### src/rtl/mc_ctrl_pkg.sv
// Shared types and constants for the multicycle control FSM: state encoding,
// opcodes, ALU operation classes and trap cause codes.
package mc_ctrl_pkg;

  typedef enum logic [3:0] {
    S_FETCH   = 4'd0,
    S_DECODE  = 4'd1,
    S_MEMADR  = 4'd2,
    S_MEMRD   = 4'd3,
    S_MEMWB   = 4'd4,
    S_MEMWR   = 4'd5,
    S_RTYPEEX = 4'd6,
    S_ALUWB   = 4'd7,
    S_BREX    = 4'd8,
    S_IMMEX   = 4'd9,
    S_IMMWB   = 4'd10,
    S_JEX     = 4'd11,
    S_JALEX   = 4'd12,
    S_TRAP    = 4'd13,
    S_HALT    = 4'd14
  } state_t;

  localparam logic [5:0] OP_RTYPE = 6'b000000;
  localparam logic [5:0] OP_J     = 6'b000010;
  localparam logic [5:0] OP_JAL   = 6'b000011;
  localparam logic [5:0] OP_BEQ   = 6'b000100;
  localparam logic [5:0] OP_BNE   = 6'b000101;
  localparam logic [5:0] OP_ADDI  = 6'b001000;
  localparam logic [5:0] OP_SLTI  = 6'b001010;
  localparam logic [5:0] OP_ANDI  = 6'b001100;
  localparam logic [5:0] OP_ORI   = 6'b001101;
  localparam logic [5:0] OP_LW    = 6'b100011;
  localparam logic [5:0] OP_SW    = 6'b101011;

  localparam logic [2:0] ALU_ADD = 3'b000;
  localparam logic [2:0] ALU_SUB = 3'b001;
  localparam logic [2:0] ALU_FN  = 3'b010;
  localparam logic [2:0] ALU_AND = 3'b011;
  localparam logic [2:0] ALU_OR  = 3'b100;
  localparam logic [2:0] ALU_SLT = 3'b101;

  localparam logic [1:0] CAUSE_NONE    = 2'b00;
  localparam logic [1:0] CAUSE_ILLEGAL = 2'b01;
  localparam logic [1:0] CAUSE_TIMEOUT = 2'b10;

  function automatic logic [2:0] imm_aluop(input logic [5:0] op);
    case (op)
      OP_ANDI: return ALU_AND;
      OP_ORI:  return ALU_OR;
      OP_SLTI: return ALU_SLT;
      default: return ALU_ADD;
    endcase
  endfunction

  // Logical immediates are zero-extended, arithmetic ones sign-extended.
  function automatic logic imm_zero_ext(input logic [5:0] op);
    return (op == OP_ANDI) || (op == OP_ORI);
  endfunction

endpackage

### src/rtl/mc_ctrl_fsm_if.sv
// Control bundle between the multicycle controller (master) and the datapath /
// memory side (slave): opcode and memory handshake in, strobes and selects out.
interface mc_ctrl_fsm_if;
  logic [5:0] op;
  logic       mem_ready;
  logic       mem_req;
  logic       pcwrite;
  logic       memwrite;
  logic       irwrite;
  logic       regwrite;
  logic       alusrca;
  logic       branch;
  logic       brne;
  logic       iord;
  logic       immext;
  logic [1:0] alusrcb;
  logic [1:0] pcsrc;
  logic [1:0] regdst;
  logic [1:0] memtoreg;
  logic [2:0] aluop;
  logic       trap;
  logic [1:0] cause;
  logic       halted;
  logic [3:0] state_o;

  modport master (
    input  op, mem_ready,
    output mem_req, pcwrite, memwrite, irwrite, regwrite, alusrca, branch,
           brne, iord, immext, alusrcb, pcsrc, regdst, memtoreg, aluop,
           trap, cause, halted, state_o
  );

  modport slave (
    output op, mem_ready,
    input  mem_req, pcwrite, memwrite, irwrite, regwrite, alusrca, branch,
           brne, iord, immext, alusrcb, pcsrc, regdst, memtoreg, aluop,
           trap, cause, halted, state_o
  );
endinterface

### src/rtl/mc_wait_timer.sv
// Memory-wait timeout counter; expired flags the stalled cycle in which the
// count would reach all-ones.
module mc_wait_timer #(
  parameter int TO_W = 4
) (
  input  logic clk,
  input  logic reset_n,
  input  logic clr,
  input  logic inc,
  output logic expired
);

  localparam logic [TO_W-1:0] LAST = ~TO_W'(1);

  logic [TO_W-1:0] cnt_reg;

  always_ff @(posedge clk or negedge reset_n) begin
    if (!reset_n) begin
      cnt_reg <= '0;
    end else if (clr) begin
      cnt_reg <= '0;
    end else if (inc) begin
      cnt_reg <= cnt_reg + TO_W'(1);
    end
  end

  // A ready response in this cycle suppresses inc, so it always wins the race.
  assign expired = inc && (cnt_reg == LAST);

endmodule

### src/rtl/mc_ctrl_fsm.sv
// Multicycle MIPS-style control FSM with memory-wait timeout and trap/halt.
// Define MC_CTRL_JAL_EN to decode JAL; otherwise opcode 000011 is illegal.
module mc_ctrl_fsm
  import mc_ctrl_pkg::*;
#(
  parameter int TO_W         = 4,
  parameter int ILLEGAL_HALT = 0
) (
  input  logic          clk,
  input  logic          reset_n,
  mc_ctrl_fsm_if.master bus
);

  state_t     state_reg, state_next;
  logic [1:0] cause_reg, cause_next;
  logic       in_wait, wait_inc, timeout;

  assign in_wait  = (state_reg == S_FETCH) || (state_reg == S_MEMRD) ||
                    (state_reg == S_MEMWR);
  assign wait_inc = in_wait && !bus.mem_ready;

  // Outside the wait states the counter is held cleared, which covers every entry.
  mc_wait_timer #(.TO_W(TO_W)) u_timer (
    .clk     (clk),
    .reset_n (reset_n),
    .clr     (!wait_inc),
    .inc     (wait_inc),
    .expired (timeout)
  );

  always_ff @(posedge clk or negedge reset_n) begin
    if (!reset_n) begin
      state_reg <= S_FETCH;
      cause_reg <= CAUSE_NONE;
    end else begin
      state_reg <= state_next;
      cause_reg <= cause_next;
    end
  end

  always_comb begin
    state_next = state_reg;
    cause_next = cause_reg;
    case (state_reg)
      S_FETCH: begin
        if (timeout) begin
          state_next = S_TRAP;
          cause_next = CAUSE_TIMEOUT;
        end else if (bus.mem_ready) begin
          state_next = S_DECODE;
        end
      end
      S_DECODE: begin
        case (bus.op)
          OP_LW, OP_SW:                     state_next = S_MEMADR;
          OP_RTYPE:                         state_next = S_RTYPEEX;
          OP_BEQ, OP_BNE:                   state_next = S_BREX;
          OP_ADDI, OP_ANDI, OP_ORI, OP_SLTI: state_next = S_IMMEX;
          OP_J:                             state_next = S_JEX;
`ifdef MC_CTRL_JAL_EN
          OP_JAL:                           state_next = S_JALEX;
`endif
          default: begin
            state_next = S_TRAP;
            cause_next = CAUSE_ILLEGAL;
          end
        endcase
      end
      S_MEMADR:  state_next = (bus.op == OP_SW) ? S_MEMWR : S_MEMRD;
      S_MEMRD: begin
        if (timeout) begin
          state_next = S_TRAP;
          cause_next = CAUSE_TIMEOUT;
        end else if (bus.mem_ready) begin
          state_next = S_MEMWB;
        end
      end
      S_MEMWR: begin
        if (timeout) begin
          state_next = S_TRAP;
          cause_next = CAUSE_TIMEOUT;
        end else if (bus.mem_ready) begin
          state_next = S_FETCH;
        end
      end
      S_RTYPEEX: state_next = S_ALUWB;
      S_IMMEX:   state_next = S_IMMWB;
      S_MEMWB, S_ALUWB, S_BREX, S_IMMWB, S_JEX: state_next = S_FETCH;
`ifdef MC_CTRL_JAL_EN
      S_JALEX:   state_next = S_FETCH;
`endif
      S_TRAP: begin
        // A bus timeout is never recoverable; illegal opcodes depend on ILLEGAL_HALT.
        if ((ILLEGAL_HALT != 0) || (cause_reg == CAUSE_TIMEOUT)) state_next = S_HALT;
        else                                                     state_next = S_FETCH;
      end
      S_HALT:    state_next = S_HALT;
      default:   state_next = S_FETCH;
    endcase
  end

  always_comb begin
    bus.mem_req  = 1'b0;
    bus.pcwrite  = 1'b0;
    bus.memwrite = 1'b0;
    bus.irwrite  = 1'b0;
    bus.regwrite = 1'b0;
    bus.alusrca  = 1'b0;
    bus.branch   = 1'b0;
    bus.brne     = 1'b0;
    bus.iord     = 1'b0;
    bus.immext   = 1'b0;
    bus.alusrcb  = 2'b00;
    bus.pcsrc    = 2'b00;
    bus.regdst   = 2'b00;
    bus.memtoreg = 2'b00;
    bus.aluop    = ALU_ADD;
    bus.trap     = 1'b0;
    bus.halted   = 1'b0;
    case (state_reg)
      S_FETCH: begin
        bus.mem_req = 1'b1;
        bus.alusrcb = 2'b01;
        bus.irwrite = bus.mem_ready;
        bus.pcwrite = bus.mem_ready;
      end
      S_DECODE:  bus.alusrcb = 2'b11;
      S_MEMADR: begin
        bus.alusrca = 1'b1;
        bus.alusrcb = 2'b10;
      end
      S_MEMRD: begin
        bus.mem_req = 1'b1;
        bus.iord    = 1'b1;
      end
      S_MEMWB: begin
        bus.regwrite = 1'b1;
        bus.memtoreg = 2'b01;
      end
      S_MEMWR: begin
        bus.mem_req  = 1'b1;
        bus.iord     = 1'b1;
        bus.memwrite = 1'b1;
      end
      S_RTYPEEX: begin
        bus.alusrca = 1'b1;
        bus.aluop   = ALU_FN;
      end
      S_ALUWB: begin
        bus.regwrite = 1'b1;
        bus.regdst   = 2'b01;
      end
      S_BREX: begin
        bus.alusrca = 1'b1;
        bus.aluop   = ALU_SUB;
        bus.pcsrc   = 2'b01;
        bus.branch  = 1'b1;
        bus.brne    = (bus.op == OP_BNE);
      end
      S_IMMEX: begin
        bus.alusrca = 1'b1;
        bus.alusrcb = 2'b10;
        bus.aluop   = imm_aluop(bus.op);
        bus.immext  = imm_zero_ext(bus.op);
      end
      S_IMMWB:   bus.regwrite = 1'b1;
      S_JEX: begin
        bus.pcwrite = 1'b1;
        bus.pcsrc   = 2'b10;
      end
`ifdef MC_CTRL_JAL_EN
      S_JALEX: begin
        bus.pcwrite  = 1'b1;
        bus.pcsrc    = 2'b10;
        bus.regwrite = 1'b1;
        bus.regdst   = 2'b10;
        bus.memtoreg = 2'b10;
      end
`endif
      S_TRAP:    bus.trap   = 1'b1;
      S_HALT:    bus.halted = 1'b1;
      default: ;
    endcase
    // Reset holds state in FETCH; keep its request and write strobes quiet until release.
    if (!reset_n) begin
      bus.mem_req  = 1'b0;
      bus.irwrite  = 1'b0;
      bus.pcwrite  = 1'b0;
      bus.memwrite = 1'b0;
      bus.regwrite = 1'b0;
    end
  end

  assign bus.cause   = cause_reg;
  assign bus.state_o = state_reg;

endmodule

### src/flat_wrapper.sv
// flat-port wrapper written by rule: the top's interface ports become plain ports
module mc_ctrl_fsm_flat import mc_ctrl_pkg::*;
#(
  parameter int TO_W         = 4,
  parameter int ILLEGAL_HALT = 0
)
  (clk, reset_n, bus_op, bus_mem_ready, bus_mem_req, bus_pcwrite, bus_memwrite, bus_irwrite, bus_regwrite, bus_alusrca, bus_branch, bus_brne, bus_iord, bus_immext, bus_alusrcb, bus_pcsrc, bus_regdst, bus_memtoreg, bus_aluop, bus_trap, bus_cause, bus_halted, bus_state_o);
  mc_ctrl_fsm_if bus_i ();
  input  logic clk;
  input  logic reset_n;
  input wire logic [$bits(bus_i.op)-1:0] bus_op;
  input wire logic [$bits(bus_i.mem_ready)-1:0] bus_mem_ready;
  output wire logic [$bits(bus_i.mem_req)-1:0] bus_mem_req;
  output wire logic [$bits(bus_i.pcwrite)-1:0] bus_pcwrite;
  output wire logic [$bits(bus_i.memwrite)-1:0] bus_memwrite;
  output wire logic [$bits(bus_i.irwrite)-1:0] bus_irwrite;
  output wire logic [$bits(bus_i.regwrite)-1:0] bus_regwrite;
  output wire logic [$bits(bus_i.alusrca)-1:0] bus_alusrca;
  output wire logic [$bits(bus_i.branch)-1:0] bus_branch;
  output wire logic [$bits(bus_i.brne)-1:0] bus_brne;
  output wire logic [$bits(bus_i.iord)-1:0] bus_iord;
  output wire logic [$bits(bus_i.immext)-1:0] bus_immext;
  output wire logic [$bits(bus_i.alusrcb)-1:0] bus_alusrcb;
  output wire logic [$bits(bus_i.pcsrc)-1:0] bus_pcsrc;
  output wire logic [$bits(bus_i.regdst)-1:0] bus_regdst;
  output wire logic [$bits(bus_i.memtoreg)-1:0] bus_memtoreg;
  output wire logic [$bits(bus_i.aluop)-1:0] bus_aluop;
  output wire logic [$bits(bus_i.trap)-1:0] bus_trap;
  output wire logic [$bits(bus_i.cause)-1:0] bus_cause;
  output wire logic [$bits(bus_i.halted)-1:0] bus_halted;
  output wire logic [$bits(bus_i.state_o)-1:0] bus_state_o;
  assign bus_i.op = bus_op;
  assign bus_i.mem_ready = bus_mem_ready;
  assign bus_mem_req = bus_i.mem_req;
  assign bus_pcwrite = bus_i.pcwrite;
  assign bus_memwrite = bus_i.memwrite;
  assign bus_irwrite = bus_i.irwrite;
  assign bus_regwrite = bus_i.regwrite;
  assign bus_alusrca = bus_i.alusrca;
  assign bus_branch = bus_i.branch;
  assign bus_brne = bus_i.brne;
  assign bus_iord = bus_i.iord;
  assign bus_immext = bus_i.immext;
  assign bus_alusrcb = bus_i.alusrcb;
  assign bus_pcsrc = bus_i.pcsrc;
  assign bus_regdst = bus_i.regdst;
  assign bus_memtoreg = bus_i.memtoreg;
  assign bus_aluop = bus_i.aluop;
  assign bus_trap = bus_i.trap;
  assign bus_cause = bus_i.cause;
  assign bus_halted = bus_i.halted;
  assign bus_state_o = bus_i.state_o;
  mc_ctrl_fsm #(.TO_W(TO_W), .ILLEGAL_HALT(ILLEGAL_HALT)) u_core (.clk(clk), .reset_n(reset_n), .bus(bus_i));
endmodule
### config.mk
export PLATFORM = sky130hd
export DESIGN_NAME = mc_ctrl_fsm_flat
export DESIGN_NICKNAME = d
export VERILOG_FILES = /design/src/rtl/mc_ctrl_pkg.sv /design/src/rtl/mc_ctrl_fsm_if.sv /design/src/rtl/mc_wait_timer.sv /design/src/rtl/mc_ctrl_fsm.sv /design/src/flat_wrapper.sv
export SDC_FILE = /design/constraint.sdc
export NUM_CORES = 1
export LEC_CHECK = 0
export ABC_AREA = 1
export CAP_MARGIN = 10
export CORE_UTILIZATION = 46
export CTS_CLUSTER_DIAMETER = 120
export CTS_CLUSTER_SIZE = 40
export DETAILED_ROUTE_END_ITERATION = 8
export PLACE_DENSITY = 0.84
export SYNTH_ARGS = -nofsm -noshare
export SYNTH_HDL_FRONTEND = slang
export SYNTH_SLANG_ARGS = --single-unit
### constraint.sdc
create_clock -name clk -period 2.9 [get_ports clk]
set_input_delay 0.29 -clock clk [delete_from_list [all_inputs] [get_ports clk]]
set_output_delay 0.29 -clock clk [all_outputs]
set_load 0.05 [all_outputs]
==> flow_metrics.tcl <==
set metrics [dict create \
    avgRoutedWirePerCell_um 11.0 \
    yosysTopAreaCellShare 0.271 \
    grt_max_degree 11 \
    portBuffers 35 \
    yosysWarnings 0 \
    grt_most_used_layer "met2" \
    gp_congestion 0.893 \
    clk_pin_slew_worst_paths_ns 0.06 \
    worstSetupStartpointType "primary input" \
    tritoncts "done" \
    crit_fanout 7 \
    synth_cell_types 24 \
    ir_drop_mv 0.656 \
    die_height_um 46.8 \
    io_pins 38 \
    min_path_type "in2async" \
    timing.setup.critical_path_class "in2out" \
    antenna_left 0 \
    drt-initial-drc-count 17 \
    synth_sequential_area_ratio 0.271 \
    layout-area-overhead-vs-synth_pct 42.3 \
    r2r_start "u_core.bus.state_o[2]$_DFFE_PN0P_" \
    cts_num_sinks 10 \
    cts_setup_buffers 0 \
    syn-instance-count 149 \
    run_status "completed" \
    worst_ep_arrival_time_ns 2.26 \
    timing.critical_path.to_type "output pin" \
    synth_flop_cell "sky130_fd_sc_hd__dfrtp_1" \
    setup_violations 0 \
    avgSynthCellArea_um2 6.20 \
    first_global_vias 906 \
    hold_viol 0 \
    met1_routing_resource_usage_after_global_routing 0.354 \
    place.detailed.instances 208 \
    synth_enable_flop_cells 0 \
    groute.usage.overall 0.243 \
    area_contributors_post_synth "sky130_fd_sc_hd__dfrtp_1 27%, sky130_fd_sc_hd__nor2_1 14%, sky130_fd_sc_hd__inv_1 11%, sky130_fd_sc_hd__nand2_1 11%, sky130_fd_sc_hd__nand3_1 7.6%" \
    reg2reg_to "u_core.bus.state_o[2]$_DFFE_PN0P_" \
    remaining_drc_errors 0 \
    numCtsBuffers 3 \
    max_freq_ghz 0.393 \
    power.density_mw_per_mm2 976 \
    viasPerCell 4.96 \
    holdBufCountCts 0 \
    post_layout_power_mw 1.28 \
    worst_pin_slew_ns 0.507 \
    grt_setup_unrepaired "false" \
    timing.max_cap.violations 0 \
    finalCriticalPeriod_ns 2.55 \
    slew_violations 0 \
    netlist_area_um2 923 \
    postSynthRegisterBits 10 \
    period_share 0.878 \
    reg2reg_slack_ns 1.37 \
    share_of_layout_cells_above_drive_strength_1 0.102 \
    dp_hpwl_mm 1.98 \
    fin_skew_ns 0.00908 \
    floorplan.core_area_mm2 0.00180 \
    placementRows 15 \
    postCtsResizedCells 0 \
    first_pass_grt_wire_length_mm 3.86 \
    initial_core_util 0.513 \
    grt_antenna_before_repair 0 \
    design.final.nets 199 \
    final_cells 211 \
    groute.layer.met2.usage 0.383 \
    fp.dieArea_mm2 0.00219 \
    synth_area_leader_cell "sky130_fd_sc_hd__dfrtp_1" \
    reg2reg_depth 9 \
    grt_overflow 0 \
    power.leakage_nw 0.664 \
    clock_tree.htree_level_count 1 \
    final_util 0.729 \
    floorplan.die.width_um 46.8 \
    required_ns 2.61 \
    antennaDiodeCount 0 \
    slew_headroom 0.661 \
    clkLatencyLatePin_ns 0.26 \
    root_buffer "sky130_fd_sc_hd__clkbuf_4" \
    ffs_w_async_s_r_synth 1.00 \
    first_pass_iters 4 \
    met3_use_gr 0.0269 \
    clock_path_buffers 2 \
    route.vias.total 1047 \
    route.final.wire_length_mm 2.32 \
    hold_slack_ns 0.443 \
]
==> layer usage <==
layer	part of all wire	routed length, um	vias to the layer above
li1	-	-	542
met1	0.48	1120	474
met2	0.46	1070	29
met3	0.048	111	2
met4	0.0043	10	0
met5	0	0	-
==> Yosys cell counts (2+ instances only) <==
cell	count
sky130_fd_sc_hd__a21oi_1	2
sky130_fd_sc_hd__buf_4	3
sky130_fd_sc_hd__dfrtp_1	10
sky130_fd_sc_hd__ha_1	2
sky130_fd_sc_hd__inv_1	28
sky130_fd_sc_hd__nand2_1	28
sky130_fd_sc_hd__nand3_1	14
sky130_fd_sc_hd__nand3_2	2
sky130_fd_sc_hd__nand4_1	5
sky130_fd_sc_hd__nor2_1	34
sky130_fd_sc_hd__nor2_2	4
sky130_fd_sc_hd__o21ai_0	5
==> critical path: stages <==
cell and delay (ns):
sky130_fd_sc_hd__clkdlybuf4s50_1 0.44, sky130_fd_sc_hd__nor2_1 0.32, sky130_fd_sc_hd__nand4_1 0.21, sky130_fd_sc_hd__nor3_2 0.18
sky130_fd_sc_hd__clkdlybuf4s50_1 0.81
==> layout make-up <==
| class | count | area [um2] |
|---|---|---|
| Clock buffer | 3 | 22.5 |
| Fill cell | 160 | 488 |
| Inverter | 28 | 105 |
| Multi-Input combinational cell | 109 | 554 |
| Sequential cell | 10 | 250 |
| Tap cell | 25 | 31.3 |
| Timing Repair Buffer | 36 | 350 |
==> worst max-delay path by stage <==
stage / start / end / slack [ns]
CTS: bus_op[4] / bus_brne / 0.36
global placement: bus_op[5] / bus_brne / 0.43
global route: bus_op[4] / bus_brne / 0.23
floorplan: u_core.bus.state_o[1]$_DFFE_PN0P_ / bus_aluop[1] / -0.21
finish: bus_op[4] / bus_brne / 0.35
detailed placement: bus_op[4] / bus_brne / 0.35
==> report_power, final <==
part | internal, mW | leakage (nW) | switching [mW]
Sequential | 0.180 | 0.132 | 0.0556
Clock | 0.0476 | 0.0138 | 0.0426
Combinational | 0.295 | 0.519 | 0.662
Total | 0.523 | 0.664 | 0.760
==> cell usage in the layout (no fill, tap or decap) <==
cell type	count
sky130_fd_sc_hd__conb_1	2
sky130_fd_sc_hd__clkdlybuf4s50_1	32
sky130_fd_sc_hd__nor2_1	34
sky130_fd_sc_hd__nand3_2	2
sky130_fd_sc_hd__inv_1	28
sky130_fd_sc_hd__nand2_2	1
sky130_fd_sc_hd__nor3_2	1
sky130_fd_sc_hd__nor2_2	4
sky130_fd_sc_hd__buf_4	4
sky130_fd_sc_hd__o211ai_2	1
sky130_fd_sc_hd__dfrtp_1	10
sky130_fd_sc_hd__nand4_1	5
sky130_fd_sc_hd__nor2_4	1
sky130_fd_sc_hd__nand2_1	28
sky130_fd_sc_hd__a21oi_1	2
sky130_fd_sc_hd__o21ai_0	5
sky130_fd_sc_hd__nand3_1	14
sky130_fd_sc_hd__ha_1	2
sky130_fd_sc_hd__and3_2	1
sky130_fd_sc_hd__xor2_1	1
sky130_fd_sc_hd__xnor2_1	1
sky130_fd_sc_hd__nand3_4	1
sky130_fd_sc_hd__o31ai_1	1
sky130_fd_sc_hd__clkbuf_4	3
sky130_fd_sc_hd__o211ai_1	1
sky130_fd_sc_hd__o211a_1	1
==> through the flow <==
stage | setup TNS, ns | setup slack, ns | area [um2]
after global routing | 0 | 0.231 | 1310
after detailed placement | 0 | 0.354 | 1290
final | 0 | 0.355 | 1310
after CTS | 0 | 0.358 | 1310
after floorplan | -0.429 | -0.215 | 932
after global placement | 0 | 0.432 | 1290
==> kinds of logic after synthesis <==
group | Yosys count | share of synthesized area
simple gates | 92 | 0.462
flops | 10 | 0.271
fa+ha+maj | 2 | 0.0271
other cells | 1 | 0.00406
xor+xnor | 2 | 0.0190
buf+inv | 31 | 0.138
compound gates | 11 | 0.0786
Power figures use the tool's default switching activity.
